$ cat src/rtl/id_ex_stage.sv
// RV64I decode plus ID/EX pipeline register: operand capture with WB bypass,
// immediate generation, EX control decode and single-bubble load-use stall.
module id_ex_stage #(
    parameter int XLEN = 64,
    parameter int AW   = 5
) (
    input  logic            clk,
    input  logic            reset,
    input  logic            if_valid,
    input  logic [XLEN-1:0] if_pc,
    input  logic [31:0]     if_instr,
    output logic            id_stall,
    output logic [AW-1:0]   rf_rs1,
    output logic [AW-1:0]   rf_rs2,
    input  logic [XLEN-1:0] rf_rdata1,
    input  logic [XLEN-1:0] rf_rdata2,
    input  logic            wb_reg_write,
    input  logic [AW-1:0]   wb_rd,
    input  logic [XLEN-1:0] wb_data,
    input  logic            ex_flush,
    output logic            ex_valid,
    output logic [XLEN-1:0] ex_pc,
    output logic [XLEN-1:0] ex_imm,
    output logic [XLEN-1:0] ex_rs1_data,
    output logic [XLEN-1:0] ex_rs2_data,
    output logic [AW-1:0]   ex_rs1,
    output logic [AW-1:0]   ex_rs2,
    output logic [AW-1:0]   ex_rd,
    output logic [6:0]      ex_opcode,
    output logic [2:0]      ex_funct3,
    output logic            ex_funct7b5,
    output logic            ex_mem_read,
    output logic            ex_mem_write,
    output logic            ex_reg_write,
    output logic            ex_branch,
    output logic            ex_jump,
    output logic            ex_alu_src,
    output logic            ex_illegal
);

    localparam logic [6:0] OP_LOAD   = 7'b0000011;
    localparam logic [6:0] OP_IMM    = 7'b0010011;
    localparam logic [6:0] OP_IMM32  = 7'b0011011;
    localparam logic [6:0] OP_AUIPC  = 7'b0010111;
    localparam logic [6:0] OP_STORE  = 7'b0100011;
    localparam logic [6:0] OP_OP     = 7'b0110011;
    localparam logic [6:0] OP_LUI    = 7'b0110111;
    localparam logic [6:0] OP_OP32   = 7'b0111011;
    localparam logic [6:0] OP_BRANCH = 7'b1100011;
    localparam logic [6:0] OP_JALR   = 7'b1100111;
    localparam logic [6:0] OP_JAL    = 7'b1101111;

    logic [6:0]      opc;
    logic [AW-1:0]   rs1, rs2, rd;
    logic [XLEN-1:0] imm, op1, op2;
    logic            known, use1, use2, hz;
    logic            d_mem_read, d_mem_write, d_reg_write, d_branch, d_jump, d_alu_src;
    logic            load_en;

    assign opc    = if_instr[6:0];
    assign rs1    = if_instr[19:15];
    assign rs2    = if_instr[24:20];
    assign rd     = if_instr[11:7];
    assign rf_rs1 = rs1;
    assign rf_rs2 = rs2;

    always_comb begin
        known       = 1'b1;
        imm         = '0;
        d_mem_read  = 1'b0;
        d_mem_write = 1'b0;
        d_reg_write = 1'b0;
        d_branch    = 1'b0;
        d_jump      = 1'b0;
        d_alu_src   = 1'b1;
        case (opc)
            OP_LOAD: begin
                imm = {{(XLEN-12){if_instr[31]}}, if_instr[31:20]};
                d_mem_read = 1'b1; d_reg_write = 1'b1;
            end
            OP_IMM, OP_IMM32: begin
                imm = {{(XLEN-12){if_instr[31]}}, if_instr[31:20]};
                d_reg_write = 1'b1;
            end
            OP_JALR: begin
                imm = {{(XLEN-12){if_instr[31]}}, if_instr[31:20]};
                d_reg_write = 1'b1; d_jump = 1'b1;
            end
            OP_STORE: begin
                imm = {{(XLEN-12){if_instr[31]}}, if_instr[31:25], if_instr[11:7]};
                d_mem_write = 1'b1;
            end
            OP_BRANCH: begin
                imm = {{(XLEN-12){if_instr[31]}}, if_instr[7], if_instr[30:25],
                       if_instr[11:8], 1'b0};
                d_branch = 1'b1; d_alu_src = 1'b0;
            end
            OP_LUI, OP_AUIPC: begin
                imm = {{(XLEN-32){if_instr[31]}}, if_instr[31:12], 12'b0};
                d_reg_write = 1'b1;
            end
            OP_JAL: begin
                imm = {{(XLEN-20){if_instr[31]}}, if_instr[19:12], if_instr[20],
                       if_instr[30:21], 1'b0};
                d_reg_write = 1'b1; d_jump = 1'b1;
            end
            OP_OP, OP_OP32: begin
                d_reg_write = 1'b1; d_alu_src = 1'b0;
            end
            default: begin
                known = 1'b0; d_alu_src = 1'b0;
            end
        endcase
        if (rd == '0) d_reg_write = 1'b0;
    end

    assign use1 = !(opc == OP_LUI || opc == OP_AUIPC || opc == OP_JAL);
    assign use2 = (opc == OP_OP || opc == OP_OP32 || opc == OP_STORE || opc == OP_BRANCH);

    // The register file commits WB data at the same edge, so its read port is stale here.
    always_comb begin
        op1 = rf_rdata1;
        if (rs1 == '0) op1 = '0;
        else if (wb_reg_write && wb_rd == rs1) op1 = wb_data;
        op2 = rf_rdata2;
        if (rs2 == '0) op2 = '0;
        else if (wb_reg_write && wb_rd == rs2) op2 = wb_data;
    end

    assign hz = if_valid && ex_valid && ex_mem_read && ex_rd != '0 &&
                ((use1 && ex_rd == rs1) || (use2 && ex_rd == rs2));
    assign id_stall = !reset && !ex_flush && hz;
    assign load_en  = if_valid && !ex_flush && !hz;

    always_ff @(posedge clk) begin
        if (reset || !load_en) begin
            ex_valid     <= 1'b0;
            ex_pc        <= '0;
            ex_imm       <= '0;
            ex_rs1_data  <= '0;
            ex_rs2_data  <= '0;
            ex_rs1       <= '0;
            ex_rs2       <= '0;
            ex_rd        <= '0;
            ex_opcode    <= '0;
            ex_funct3    <= '0;
            ex_funct7b5  <= 1'b0;
            ex_mem_read  <= 1'b0;
            ex_mem_write <= 1'b0;
            ex_reg_write <= 1'b0;
            ex_branch    <= 1'b0;
            ex_jump      <= 1'b0;
            ex_alu_src   <= 1'b0;
            ex_illegal   <= 1'b0;
        end else begin
            ex_valid     <= 1'b1;
            ex_pc        <= if_pc;
            ex_imm       <= imm;
            ex_rs1_data  <= op1;
            ex_rs2_data  <= op2;
            ex_rs1       <= rs1;
            ex_rs2       <= rs2;
            ex_rd        <= rd;
            ex_opcode    <= opc;
            ex_funct3    <= if_instr[14:12];
            ex_funct7b5  <= if_instr[30];
            ex_mem_read  <= d_mem_read;
            ex_mem_write <= d_mem_write;
            ex_reg_write <= d_reg_write;
            ex_branch    <= d_branch;
            ex_jump      <= d_jump;
            ex_alu_src   <= d_alu_src;
            ex_illegal   <= !known;
        end
    end

endmodule

$ cat config.mk
export PLATFORM = sky130hd
export DESIGN_NAME = id_ex_stage
export DESIGN_NICKNAME = d
export VERILOG_FILES = /design/src/rtl/id_ex_stage.sv
export SDC_FILE = /design/constraint.sdc
export NUM_CORES = 1
export LEC_CHECK = 0
export ABC_AREA = 1
export ABC_CLOCK_PERIOD_IN_PS = 2400
export BUFFER_PORTS_ARGS = -buffer_cell sky130_fd_sc_hd__buf_2
export CORE_AREA = 8 8 229 231
export CTS_BUF_LIST = sky130_fd_sc_hd__clkbuf_8
export CTS_CLUSTER_DIAMETER = 40
export CTS_CLUSTER_SIZE = 25
export DETAILED_ROUTE_END_ITERATION = 10
export DIE_AREA = 0 0 237 239
export PLACE_DENSITY = 0.42
export SKIP_CTS_REPAIR_TIMING = 1
export SYNTH_ARGS = -nofsm -noshare
export SYNTH_HDL_FRONTEND = slang
export SYNTH_SLANG_ARGS = --single-unit
$ cat constraint.sdc
create_clock -name clk -period 2.4 [get_ports clk]
set_input_delay 0.24 -clock clk [delete_from_list [all_inputs] [get_ports clk]]
set_output_delay 0.24 -clock clk [all_outputs]
set_load 0.01 [all_outputs]
# ---- Word-level counts from Yosys, hierarchy flattened
# Cells that the tools add are included.
dict set report classes {
  n_eq_ne 15
  mux 11
  reduce_logical 38
}
# operator count
set ops {}
lappend ops {{$pmux W64 S5} 1}
lappend ops {{$mux W64} 2}
lappend ops {{$eq A7 B6 Y1 const B} 4}
lappend ops {{$eq A7 B5 Y1 const B} 3}
lappend ops {{$eq A7 B7 Y1 const B} 3}
lappend ops {{$eq A5 B5 Y1} 4}
lappend ops {{$logic_not A5 Y1} 3}
lappend ops {{$logic_and A1 B1 Y1} 12}
lappend ops {{$reduce_or A11 Y1} 1}
lappend ops {{$reduce_or A2 Y1} 5}
lappend ops {{$reduce_or A9 Y1} 1}
lappend ops {{$mux W1} 8}
lappend ops {{$reduce_or A8 Y1} 1}
lappend ops {{$eq A7 B2 Y1 const B} 1}
lappend ops {{$logic_or A1 B1 Y1} 7}
lappend ops {{$logic_not A1 Y1} 6}
lappend ops {{$reduce_bool A5 Y1} 1}
lappend ops {{$reduce_or A4 Y1} 1}
dict set report totals {
  register_bits 290
  inputBits 298
  out_inout_bits 301
  elab_cells 82
}

# ---- Depth between registers and ports, before layout
# Gate-level depths: netlist of run 1.
dict set report depth {
  depth_word 12
  depth_mapped 13
}

# ---- Least setup slack after synthesis of run 1
# OpenSTA, ideal clock, no wires.
dict set report synth_timing {
  path_type {input port to flip-flop}
  startpoint {input port if_instr[1]}
  endpoint {register ex_imm[27]}
  setup_time_ns 0.117
  arrival_time_ns 1.378
  setup_slack_ns 0.906
  path_stages 11
  cell_sequence {nand2_1 > nor2_2 > nand3b_2 > nand2_1 > nand3_1 > nand2_2 > nand2_4 > nand2_2 > buf_6 > buf_2 > nor2_1}
}
dict set report synth_between {
  elab_chain_cells 11
}
# item line_no
set synth_lines {}
lappend synth_lines {{from (decl)} 11} ;# input logic [31:0] if_instr,
lappend synth_lines {{$eq A7 B6 Y1 (tied with other cells)} {76, 117}}
lappend synth_lines {{$logic_or A1 B1 Y1 (on tied branches) (2 in a row)} {117, 118}}
lappend synth_lines {{$logic_not A1 Y1 or $logic_or A1 B1 Y1 (tied branches)} {117, 118}}
lappend synth_lines {{$logic_and A1 B1 Y1} 131} ;# ((use1 && ex_rd == rs1) || (use2 && ex_rd == rs2));
lappend synth_lines {{$logic_or A1 B1 Y1} 131}
lappend synth_lines {{$logic_and A1 B1 Y1} 130} ;# assign hz = if_valid && ex_valid && ex_mem_read && ex_rd != '0 &&
lappend synth_lines {{$logic_not A1 Y1} 133} ;# assign load_en = if_valid && !ex_flush && !hz;
lappend synth_lines {{$logic_and A1 B1 Y1} 133}
lappend synth_lines {{$logic_not A1 Y1} 136} ;# if (reset || !load_en) begin
lappend synth_lines {{$logic_or A1 B1 Y1} 136}
lappend synth_lines {{to (signal assigned)} 158} ;# ex_imm <= imm;
lappend synth_lines {{to (decl)} 23} ;# output logic [XLEN-1:0] ex_imm,
# Parallel ways exist; a longest one is shown, timed or not.
# A chain may end at the register's enable or synchronous reset.

# ---- Worst setup path in the final report of run 1
dict set report layout_timing {
  startpoint {input port if_instr[2]}
  endpoint {output port id_stall}
}
dict set report layout_between {
  elab_chain_cells 8
}
# item line_no
set layout_lines {}
lappend layout_lines {{$eq A7 B6 Y1 (tied with other cells)} 117} ;# assign use1 = !(opc == OP_LUI || opc == OP_AUIPC || opc == OP_JAL);
lappend layout_lines {{$logic_or A1 B1 Y1 (on tied branches) (2 in a row)} {117, 118}}
lappend layout_lines {{$logic_not A1 Y1 or $logic_or A1 B1 Y1 (tied branches)} {117, 118}}
lappend layout_lines {{$logic_and A1 B1 Y1} 131}
lappend layout_lines {{$logic_or A1 B1 Y1 (*)} 131}
lappend layout_lines {{$logic_and A1 B1 Y1 (*)} 130}
lappend layout_lines {{$logic_and A1 B1 Y1 (*)} 132} ;# assign id_stall = !reset && !ex_flush && hz;
lappend layout_lines {{to (decl)} 12} ;# output logic id_stall,
# Every way passes the cells marked *; elsewhere a longest branch is shown, timed or not.

==> flow_metrics.env, run 1 <==
export IMPL_maxCapViolCount=0
export IMPL_cts_buffers=51
export IMPL_io_buffers=598
export IMPL_final_nets=2448
export IMPL_period_share=0.934
export IMPL_place_congestion=0.869
export IMPL_synth_avg_cell_area_um2=7.34
export IMPL_cp_top_family="buffers and inverters"
export IMPL_crit_path_top_delay_cell="dlygate4sd3_1"
export IMPL_core_area_mm2=0.0485
export IMPL_grt_pass1_wl_mm=62.7
export IMPL_setup_tns_ns=0
export IMPL_grt_use_total=0.143
export IMPL_arrival_ns=2.00
export IMPL_met3_usage=0.0526
export IMPL_firstDrtPassIters=5
export IMPL_die_height_um=239
export IMPL_yosys_area_top_type="dfxtp_1"
export IMPL_crit_buf_inv=5
export IMPL_tightest_slew_ns=0.710
export IMPL_setup_viol=0
export IMPL_power_density_mw_per_mm2=627
export IMPL_fin_area_mm2=0.0168
export IMPL_hold_ws_ns=-0.00383
export IMPL_grt_overflow=0
export IMPL_drive_above_1_share=0.342
export IMPL_critPathCaptureType="output pin"
export IMPL_finalNonFillerCells=2818
export IMPL_syn_instance_count=1334
export IMPL_power_leakage_nw=9.73
export IMPL_ant_nets=0
export IMPL_use_met1=0.160
export IMPL_yosysTopAreaCellShare=0.528
export IMPL_die_area_mm2=0.0566
export IMPL_first_global_vias=10200
export IMPL_worstPathRequired_ns=2.16
export IMPL_syn_num_nets=1632
export IMPL_synth_ff_type="dfxtp_1"
export IMPL_ys_ff_latch=258
export IMPL_period_needed_ns=2.24
export IMPL_cts_sinks=258
export IMPL_fmax_ghz=0.446
export IMPL_violations="negative hold slack"
export IMPL_relSlewSlack=0.523
export IMPL_io_pins=599
export IMPL_dp_cells=2495
export IMPL_fill_cells=5244
export IMPL_dr_total_vias=10900
export IMPL_busiest_layer="met2"
export IMPL_final_common_cell="buf_2"
export IMPL_cts_tree="yes"
export IMPL_outcome="finished, violations left"
export IMPL_synth_area_leaders="dfxtp_1, inv_1, nor2_1"
export IMPL_startpoint_type="primary input"
export IMPL_use_met2=0.252
export IMPL_insertion_delay_ns=0.60
export IMPL_async_flop_share=0
export IMPL_p_total_mw=10.5
export IMPL_worstPathMaxFanout=10
export IMPL_drt_iter0_markers=398
export IMPL_row_count=81
export IMPL_fin_skew_ns=0.0291
export IMPL_hold_viol=3
export IMPL_antenna_found_initial=6
export IMPL_yosysWarnings=0
export IMPL_cpPeakStageDelay_ns=0.59
export IMPL_htree_levels=2
export IMPL_ys_seq_area_frac=0.528
export IMPL_die_x_um=237
export IMPL_synth_edf_count=0
export IMPL_placed_area_mm2=0.0134
export IMPL_vias_per_cell=3.86
export IMPL_final_util=0.345
export IMPL_synth_distinct_cells=25
export IMPL_mostFrequentLayoutCells="buf_2, inv_1, nor2_1"
export IMPL_maxSlewViolCount=0
export IMPL_cts_root_buf="clkbuf_8"
export IMPL_dp_hpwl_mm=35.2
export IMPL_clk_pin_slew_ns=0.07
export IMPL_wl_per_cell_um=16.1
export IMPL_clock_path_buffers=3
export IMPL_synthesis_area_mm2=0.00979
export IMPL_crit_chain="buf_2 -> dlygate4sd3_1 -> inv_2 -> nor2_1 -> nand3_1 -> nand2_2 -> inv_2 -> nand3_2 -> nand2_2 -> nand2_4 -> nor3_1 -> buf_2"
export IMPL_min_delay_path_class="primary input to flip-flop"
export IMPL_crit_type="primary input to output pin"
export IMPL_area_delta_synth_final_pct=71.2
export IMPL_grt_start_max_net_pins=50
export IMPL_wl_mm=45.3
export IMPL_start_util=0.202
export IMPL_ir_drop_uv=421
export IMPL_rsz0062_at_grt="no"
export IMPL_drc_errors=0
[cell type report]
cell class,count,area (um^2),area share
well taps,622,778,0.0465
clock inverters,37,310,0.0185
flip-flops and latches,258,5170,0.308
repair buffers,860,5630,0.336
diodes,3,7.51,0.000448
inverters,314,1180,0.0704
multi-input cells,665,2870,0.171
clock buffers,59,812,0.0485
[worst register-to-register path, stage by stage (launching register included)]
cell	delay, ns
dfxtp_1	0.44
xor2_1	0.17
nor2_1	0.06
nand3_1	0.10
nand2_2	0.07
nand2_4	0.11
nand3_2	0.39
buf_4	0.34
nor2_1	0.09
[per-stage QoR]
| step | hold WS, ns | setup WS [ns] |
|---|---|---|
| after global routing | 0.000280 | 0.00758 |
| after detailed placement | 0.459 | 0.140 |
| after floorplan | 0.352 | 0.906 |
| after global placement | 0.452 | 0.164 |
| after CTS | -0.244 | 0.133 |
| final | -0.00383 | 0.158 |
[per-layer routing]
metal	wire, um	part of all wire	vias to the layer above
met5	45	0.00099	-
met4	1120	0.025	6
met3	3630	0.080	77
met2	22800	0.50	423
met1	17600	0.39	4875
li1	-	-	5484
[final timing paths]
check / start / end / slack [ns] / cells after the start
max: if_instr[2] / id_stall / 0.16 / 12
min: rf_rdata1[61] / ex_rs1_data[61] / -0.004 / 5
max reg2reg: ex_rd[1] / ex_rs1_data[4] / 0.52 / 8
min reg2reg: ex_valid / ex_rs1[1] / 0.84 / 5
[registers in the layout, summed over array words and instances (netlist names), 5 cells and up]
signal	count
ex_pc	64
ex_rs1_data	64
ex_rs2_data	64
ex_imm	32
ex_opcode	7
ex_rd	5
ex_rs1	5
ex_rs2	5
[logic make-up (layout without fill, tap and decap cells)]
logic type | count (synthesis) | after routing | synth area share
compound gates | 159 | 159 | 0.0823
xor+xnor | 7 | 7 | 0.00627
buf+inv | 411 | 1270 | 0.183
flops | 258 | 258 | 0.528
other cells | 0 | 3 | 0
simple gates | 499 | 499 | 0.200
[report_power, final]
part           switching (mW)  internal (mW)
logic                   0.626          0.667
registers              0.0322           4.39
clock network            2.22           2.58
total                    2.87           7.64
[Yosys cell counts (2+ instances only)]
cell	n
inv_1	309
nor3_1	7
clkbuf_1	15
o21ai_0	141
buf_6	3
inv_2	5
buf_4	51
nand2_2	4
xnor2_1	2
nand4_1	3
dfxtp_1	258
a21oi_1	10
nand3_1	16
nand2_1	164
xor2_1	5
buf_2	28
nand3_2	3
nor2_2	2
o22ai_1	6
nor2_1	297
Note: power is estimated with default switching activity, not from simulation.
==> inputs of run 2 (changes only) <==
Settings changed: CTS_CLUSTER_DIAMETER 40 to 30, REMOVE_ABC_BUFFERS from default to 1.
==> flow_metrics.env, run 2 (synthesis gave the netlist of run 1 again) <==
export IMPL_use_met2=0.251
export IMPL_clock_path_buffers=3
export IMPL_place_congestion=0.837
export IMPL_firstDrtPassIters=5
export IMPL_vias_per_cell=3.89
export IMPL_mostFrequentLayoutCells="buf_2, inv_1, nor2_1"
export IMPL_cpPeakStageDelay_ns=0.54
export IMPL_start_util=0.202
export IMPL_htree_levels=3
export IMPL_placed_area_mm2=0.0132
export IMPL_maxCapViolCount=0
export IMPL_maxSlewViolCount=0
export IMPL_final_nets=2501
export IMPL_crit_chain="dlygate4sd3_1 -> buf_2 -> inv_2 -> nor2_2 -> nand2_2 -> nand2_2 -> inv_2 -> nand3_2 -> nand2_2 -> nand2_4 -> nor3_2 -> buf_2"
export IMPL_rrSetupSlack_ns=0.68
export IMPL_antenna_found_initial=11
export IMPL_setup_viol=0
export IMPL_area_delta_synth_final_pct=82.1
export IMPL_ant_nets=0
export IMPL_die_height_um=239
export IMPL_dp_hpwl_mm=34.5
export IMPL_grt_overflow=0
export IMPL_die_area_mm2=0.0566
export IMPL_cts_tree="yes"
export IMPL_fin_area_mm2=0.0178
export IMPL_worstPathMaxFanout=10
export IMPL_hold_viol=18
export IMPL_first_global_vias=10700
export IMPL_p_total_mw=13.3
export IMPL_use_met1=0.145
export IMPL_insertion_delay_ns=0.62
export IMPL_setup_ws_ns=0.149
export IMPL_dr_total_vias=11200
export IMPL_crit_top_cell="nand2_2"
export IMPL_finalNonFillerCells=2891
export IMPL_fin_skew_ns=0.0183
export IMPL_tightest_slew_ns=0.724
export IMPL_setup_tns_ns=0
export IMPL_core_area_mm2=0.0485
export IMPL_violations="negative hold slack"
export IMPL_fmax_ghz=0.444
export IMPL_io_pins=599
export IMPL_wl_per_cell_um=15.8
export IMPL_startpoint_type="primary input"
export IMPL_place_ws_ns=0.415
export IMPL_crit_type="primary input to output pin"
export IMPL_row_count=81
export IMPL_reg_top3="ex_pc (64), ex_rs1_data (64), ex_rs2_data (64)"
export IMPL_io_buffers=598
export IMPL_drt_iter0_markers=325
export IMPL_grt_use_total=0.145
export IMPL_period_share=0.938
export IMPL_clk_pin_slew_ns=0.04
export IMPL_critPathCaptureType="output pin"
export IMPL_period_needed_ns=2.25
export IMPL_cp_top_family="buffers and inverters"
export IMPL_outcome="finished, violations left"
export IMPL_relSlewSlack=0.516
export IMPL_final_common_cell="buf_2"
export IMPL_crit_buf_inv=5
export IMPL_die_x_um=237
export IMPL_drc_errors=0
export IMPL_busiest_layer="met2"
export IMPL_wl_mm=45.6
export IMPL_min_delay_path_class="primary input to flip-flop"
export IMPL_met3_usage=0.0725
export IMPL_grt_pass1_wl_mm=62.9
export IMPL_power_density_mw_per_mm2=745
export IMPL_cts_buffers=75
export IMPL_ir_drop_uv=490
export IMPL_drive_above_1_share=0.340
export IMPL_hold_ws_ns=-0.0254
export IMPL_crit_path_top_delay_cell="dlygate4sd3_1"
export IMPL_dp_cells=2480
export IMPL_worstPathRequired_ns=2.16
export IMPL_cts_sinks=258
export IMPL_power_leakage_nw=10.2
export IMPL_grt_start_max_net_pins=65
export IMPL_arrival_ns=2.01
export IMPL_cts_root_buf="clkbuf_8"
[run 2: final timing paths]
path / startpoint / to / cells past startpoint
max reg2reg: ex_rd[0] / ex_rs1_data[7] / 8
min: rf_rdata2[54] / ex_rs2_data[54] / 5
max: if_instr[6] / id_stall / 12
min reg2reg: ex_valid / ex_imm[62] / 5
[run 2: cell type report]
type | count | area (um^2)
fillers | 5066 | 30700
repair buffers | 889 | 5940
flip-flops and latches | 258 | 5170
multi-input cells | 665 | 2860
inverters | 314 | 1180
clock buffers | 85 | 1170
well taps | 622 | 778
clock inverters | 54 | 717
diodes | 4 | 10.0
[run 2: through the flow]
stage	utilization	hold WS (ns)
5_1_grt	0.367	-0.000743
6_report	0.367	-0.0254
2_1_floorplan	-	0.352
3_5_place_dp	0.273	0.459
4_1_cts	0.311	-0.259
3_3_place_gp	0.273	0.453
[run 2: tightest hold or removal path, cell delays in order]
cell and delay (ns):
buf_2 0.08, nand2_1 0.04, o21ai_0 0.06, inv_1 0.04
nor2_1 0.08
[run 2: where the power goes]
| part | switching [mW] | internal (mW) | total (mW) |
|---|---|---|---|
| registers | 0.0330 | 4.40 | 4.43 |
| logic | 0.617 | 0.707 | 1.32 |
| clock network | 2.50 | 5.03 | 7.53 |
[run 2: per-layer routing]
layer  routed length (um)  part of all wire  vias up
met5                   40           0.00088        -
met2                22400              0.49      498
li1                     -                 -     5611
met1                17200              0.38     5039
met3                 4630              0.10       81
met4                 1330             0.029        6
